**config.mk**
```make
export PLATFORM = sky130hd
export DESIGN_NAME = multi_ch_freq_divider
export DESIGN_NICKNAME = d
export VERILOG_FILES = /design/src/rtl/multi_ch_freq_divider.sv
export SDC_FILE = /design/constraint.sdc
export NUM_CORES = 1
export LEC_CHECK = 0
export ABC_CLOCK_PERIOD_IN_PS = 11830
export CAP_MARGIN = 25
export CORE_ASPECT_RATIO = 1.75
export CORE_MARGIN = 4
export CORE_UTILIZATION = 35
export DETAILED_ROUTE_END_ITERATION = 12
export GPL_TIMING_DRIVEN = 0
export PLACE_DENSITY = 0.59
export SYNTH_ARGS = -nofsm -noshare
export SYNTH_HDL_FRONTEND = slang
export SYNTH_SLANG_ARGS = --single-unit
```
**constraint.sdc**
```tcl
create_clock -name clk -period 11.83 [get_ports clk]
set_input_delay 3.549 -clock clk [delete_from_list [all_inputs] [get_ports clk]]
set_output_delay 3.549 -clock clk [all_outputs]
set_load 0.05 [all_outputs]
```
**src/rtl/multi_ch_freq_divider.sv**
```systemverilog
// Multi-channel programmable clock divider: per-channel period, high time and phase,
// with config taken only at period boundaries and a shared re-phasing sync pulse.
module multi_ch_freq_divider #(
  parameter int NUM_CH = 4,
  parameter int WIDTH  = 32
) (
  input  logic                    clk,
  input  logic                    rst,
  input  logic [NUM_CH-1:0]       ch_en,
  input  logic                    sync,
  input  logic [NUM_CH*WIDTH-1:0] divide_data,
  input  logic [NUM_CH*WIDTH-1:0] high_data,
  input  logic [NUM_CH*WIDTH-1:0] phase_data,
  output logic [NUM_CH-1:0]       clkout,
  output logic [NUM_CH-1:0]       tick,
  output logic [NUM_CH-1:0]       cfg_err
);

  localparam logic [WIDTH-1:0] ONE = WIDTH'(1);
  localparam logic [WIDTH-1:0] TWO = WIDTH'(2);

  genvar gi;
  generate
    for (gi = 0; gi < NUM_CH; gi++) begin : g_ch
      logic [WIDTH-1:0] div_in, high_in, phase_in;
      logic [WIDTH-1:0] cnt_q, cnt_d;
      logic [WIDTH-1:0] div_act_q, div_act_d;
      logic [WIDTH-1:0] high_act_q, high_act_d;
      logic             run_q, run_d;
      logic             clkout_q, clkout_d;
      logic             tick_q, tick_d;
      logic             cfg_err_q, cfg_err_d;
      logic             idle;

      assign div_in   = divide_data[gi*WIDTH +: WIDTH];
      assign high_in  = high_data[gi*WIDTH +: WIDTH];
      assign phase_in = phase_data[gi*WIDTH +: WIDTH];

      always_comb begin
        cnt_d      = cnt_q;
        div_act_d  = div_act_q;
        high_act_d = high_act_q;
        run_d      = run_q;
        idle       = !ch_en[gi] || (div_in < TWO);
        cfg_err_d  = ch_en[gi] && (div_in < TWO);

        if (idle) begin
          cnt_d      = '0;
          div_act_d  = div_in;
          high_act_d = high_in;
          run_d      = 1'b0;
        end else if (sync) begin
          // Sync outranks both a pending wrap and a fresh start.
          div_act_d  = div_in;
          high_act_d = high_in;
          cnt_d      = (phase_in < div_in) ? phase_in : '0;
          run_d      = 1'b1;
        end else if (!run_q || (cnt_q == div_act_q - ONE)) begin
          cnt_d      = '0;
          div_act_d  = div_in;
          high_act_d = high_in;
          run_d      = 1'b1;
        end else begin
          cnt_d = cnt_q + ONE;
        end

        // cnt is 0 only on the first cycle of a period, so that alone marks a tick.
        clkout_d = run_d && (cnt_d < high_act_d);
        tick_d   = run_d && (cnt_d == '0);
      end

      always_ff @(posedge clk or negedge rst) begin
        if (!rst) begin
          cnt_q      <= '0;
          div_act_q  <= '0;
          high_act_q <= '0;
          run_q      <= 1'b0;
          clkout_q   <= 1'b0;
          tick_q     <= 1'b0;
          cfg_err_q  <= 1'b0;
        end else begin
          cnt_q      <= cnt_d;
          div_act_q  <= div_act_d;
          high_act_q <= high_act_d;
          run_q      <= run_d;
          clkout_q   <= clkout_d;
          tick_q     <= tick_d;
          cfg_err_q  <= cfg_err_d;
        end
      end

      assign clkout[gi]  = clkout_q;
      assign tick[gi]    = tick_q;
      assign cfg_err[gi] = cfg_err_q;
    end
  endgenerate

endmodule

```
==> results_dict.tcl <==
set metrics [dict create \
    ys_seq_elements 400 \
    synth_cell_type_count 85 \
    core-area_sq_um 81000 \
    crit_start "divide_data[119]" \
    post-route-util_pct 44.1 \
    initial_core_util_pct 35.3 \
    cts_tree "done" \
    synth_edf_count 0 \
    nNetsFinal 4277 \
    numCtsBuffers 45 \
    fmax_ghz 0.106 \
    min_from "g_ch[1].high_act_q[0]$_DFF_PN0_" \
    start_kind "input port" \
    drc 0 \
    setup_tns_ps 0 \
    via_per_inst 5.42 \
    critPathArrivalTime_ps 9910 \
    slowest_delay_ps 590 \
    io-pin-count 403 \
    cp_max_fo 10 \
    power_mw 3.86 \
    drt-wirelength-per-cell_um 22.6 \
    ctsHtreeMaxLevel 2 \
    clockBufferDepth 3 \
    period_needed_ps 9450 \
    cts.sinks 400 \
    rows 138 \
    hp-class "reg2reg" \
    power.density_nw_per_um2 108 \
    die_y_um 386 \
    crit_family "compound AO/OA/AOI/OAI gates" \
    clock_latency_ps 600 \
    post_cts_buffers 0 \
    drv_cap 0 \
    antenna_left 0 \
    globalplace.congestion 0.969 \
    final_common_cell "clkdlybuf4s50_1" \
    routed-via-count 25700 \
    finalSetupViolCount 0 \
    rsz0062_at_grt "no" \
    dr.pass1.iters 5 \
    yosysSeqAreaShare_pct 35.0 \
    drt-total-wl_um 107000 \
    maxSlewViolCount 0 \
    worstPathCellList "clkdlybuf4s50_1 > inv_1 > ha_1 > a2111oi_0 > o221ai_1 > a311oi_1 > o21a_1 > nor4b_1 > clkbuf_1 > clkbuf_1 > nand2_1 > o21ai_1 > ha_1 > nand4_1 > nor4_1 > nand2_1 > nor2_1 > a2111oi_0 > o311ai_0 > buf_2 > a21oi_1" \
    overflow 0 \
    r2r-start "g_ch[3].div_act_q[2]$_DFFE_PN0P_" \
    grt_max_degree 105 \
    die-area_sq_um 86600 \
    postSynthAreaPerCell_sq_um 9.02 \
    required_ps 12290 \
    cp_num_buf_inv 5 \
    skew_ps 18.0 \
    dp_hpwl_um 88400 \
    grt_pass1_vias 26800 \
    fillCellCount 7961 \
    vdd_ir_drop_max_mv 0.111 \
    hold_viol 0 \
    layout-drive-gt1-share_pct 5.40 \
    cts_resized 0 \
    dr.first_iter.drc_count 1362 \
    synthesis.nets 3818 \
    die_w_um 224 \
    cp_slowest_cell "nor4_1" \
    slew_headroom_pct 22.7 \
    min_period_over_period_pct 79.9 \
    synthArstFlopShare_pct 100 \
    dp.cells 4632 \
    grt_util_all_layers_pct 24.0 \
    grt_antenna_before_repair 30 \
    cts_root_buf "clkbuf_16" \
    worstSetupPathType "in2reg" \
    area_growth_pct 24.7 \
    synth_area_sq_um 28600 \
    postSynthCellCount 3171 \
    cp-end-kind "register" \
    status "finished, final reports clean" \
    p_leak_nw 15.8 \
    postCtsHoldBufs 0 \
    synth-main-ff-cell "dfrtp_1" \
    final_cell_mix "clkdlybuf4s50_1 (401), dfrtp_1 (400), ha_1 (256)" \
    fin_cells 4737 \
    port_buffers 402 \
    path_clk_slew_ps 60 \
    yosys_warnings 0 \
    worst_pin_slew_ps 1150 \
    grt_pass1_wl_um 159000 \
]
## layout make-up
class | count | area (sq um) | area share [%]
Inverter | 296 | 1110 | 3.11
Tap cell | 1050 | 1310 | 3.68
Timing Repair Buffer | 412 | 4180 | 11.7
Sequential cell | 400 | 10000 | 28.1
Clock inverter | 19 | 260 | 0.730
Buffer | 143 | 636 | 1.78
Clock buffer | 62 | 1260 | 3.53
Antenna cell | 23 | 57.6 | 0.161
Multi-Input combinational cell | 2332 | 16800 | 47.2
## tightest hold or removal path: cells and delay by family (launching register included)
family	cells	cell delay, ps
simple gates	2	110
flops	1	340
## per-stage QoR
stage               instance area (sq um)  hold WS, ps  setup slack [ps]
global route                        35600          501              2300
finish                              35700          483              2380
detailed placement                  34100          460              1880
global placement                    33900          454            -11450
floorplan                           28600          438              3990
CTS                                 35600          474              2500
## cells in the mapped netlist, types with 93 or more instances
| library cell | number | share of area [%] |
|---|---|---|
| mux2i_1 | 134 | 4.7 |
| ha_1 | 256 | 11 |
| nor2_1 | 114 | 1.5 |
| nand4_1 | 111 | 2.4 |
| xor2_1 | 107 | 3.3 |
| dfrtp_1 | 400 | 35 |
| clkbuf_1 | 94 | 1.2 |
| nor3_1 | 93 | 1.6 |
| o21ai_1 | 127 | 2.2 |
| inv_1 | 254 | 3.3 |
| o21ai_0 | 108 | 1.9 |
| nand2_1 | 227 | 3.0 |
| nor4_1 | 101 | 2.2 |
| xnor2_1 | 192 | 5.9 |
| nand3_1 | 104 | 1.8 |
## registers in the layout, indices dropped and copies added, names as in the netlist
name             count
g_ch.cnt_q         128
g_ch.div_act_q     128
g_ch.high_act_q    128
g_ch.cfg_err_q       4
g_ch.clkout_q        4
g_ch.run_q           4
g_ch.tick_q          4
## path summary, 6_finish.rpt
check | to | slack, ps | cells after the start
hold reg to reg | g_ch[1].high_act_q[0]$_DFF_PN0_ | 480 | 2
setup / recovery | g_ch[3].clkout_q$_DFF_PN0_ | 2380 | 21
hold / removal | g_ch[1].high_act_q[0]$_DFF_PN0_ | 480 | 2
setup reg to reg | g_ch[3].clkout_q$_DFF_PN0_ | 4560 | 22
max in group asynchronous | g_ch[3].div_act_q[14]$_DFFE_PN0P_ | 7700 | 3
min in group asynchronous | g_ch[1].div_act_q[5]$_DFFE_PN0P_ | 2870 | 1
## logic make-up (layout without fill, tap and decap cells)
family / Yosys count / in the layout / synth area share, %
flip-flops: 400 / 400 / 35.0
buffers and inverters: 439 / 932 / 6.11
AO/OA/AOI/OAI: 633 / 633 / 14.5
adder cells (fa/ha/maj): 257 / 257 / 11.2
XOR/XNOR: 299 / 299 / 9.15
AND/OR/NAND/NOR: 1003 / 1003 / 19.1
multiplexers: 140 / 140 / 4.92
other: 0 / 23 / 0
## where the power goes
group / switching, mW / internal [mW] / leakage [nW]
Sequential: 0.0841 / 1.46 / 4.95
Combinational: 0.448 / 0.372 / 10.1
Clock: 0.624 / 0.876 / 0.747
Total: 1.16 / 2.70 / 15.8
## routing by layer
layer	part of all wire, %	vias up	GRT usage [%]
met2	51	827	44.3
li1	-	12400	-
met5	0.085	-	0
met4	6.8	16	13.7
met3	6.2	319	5.14
met1	36	12100	25.0
Power figures use the tool's default switching activity.
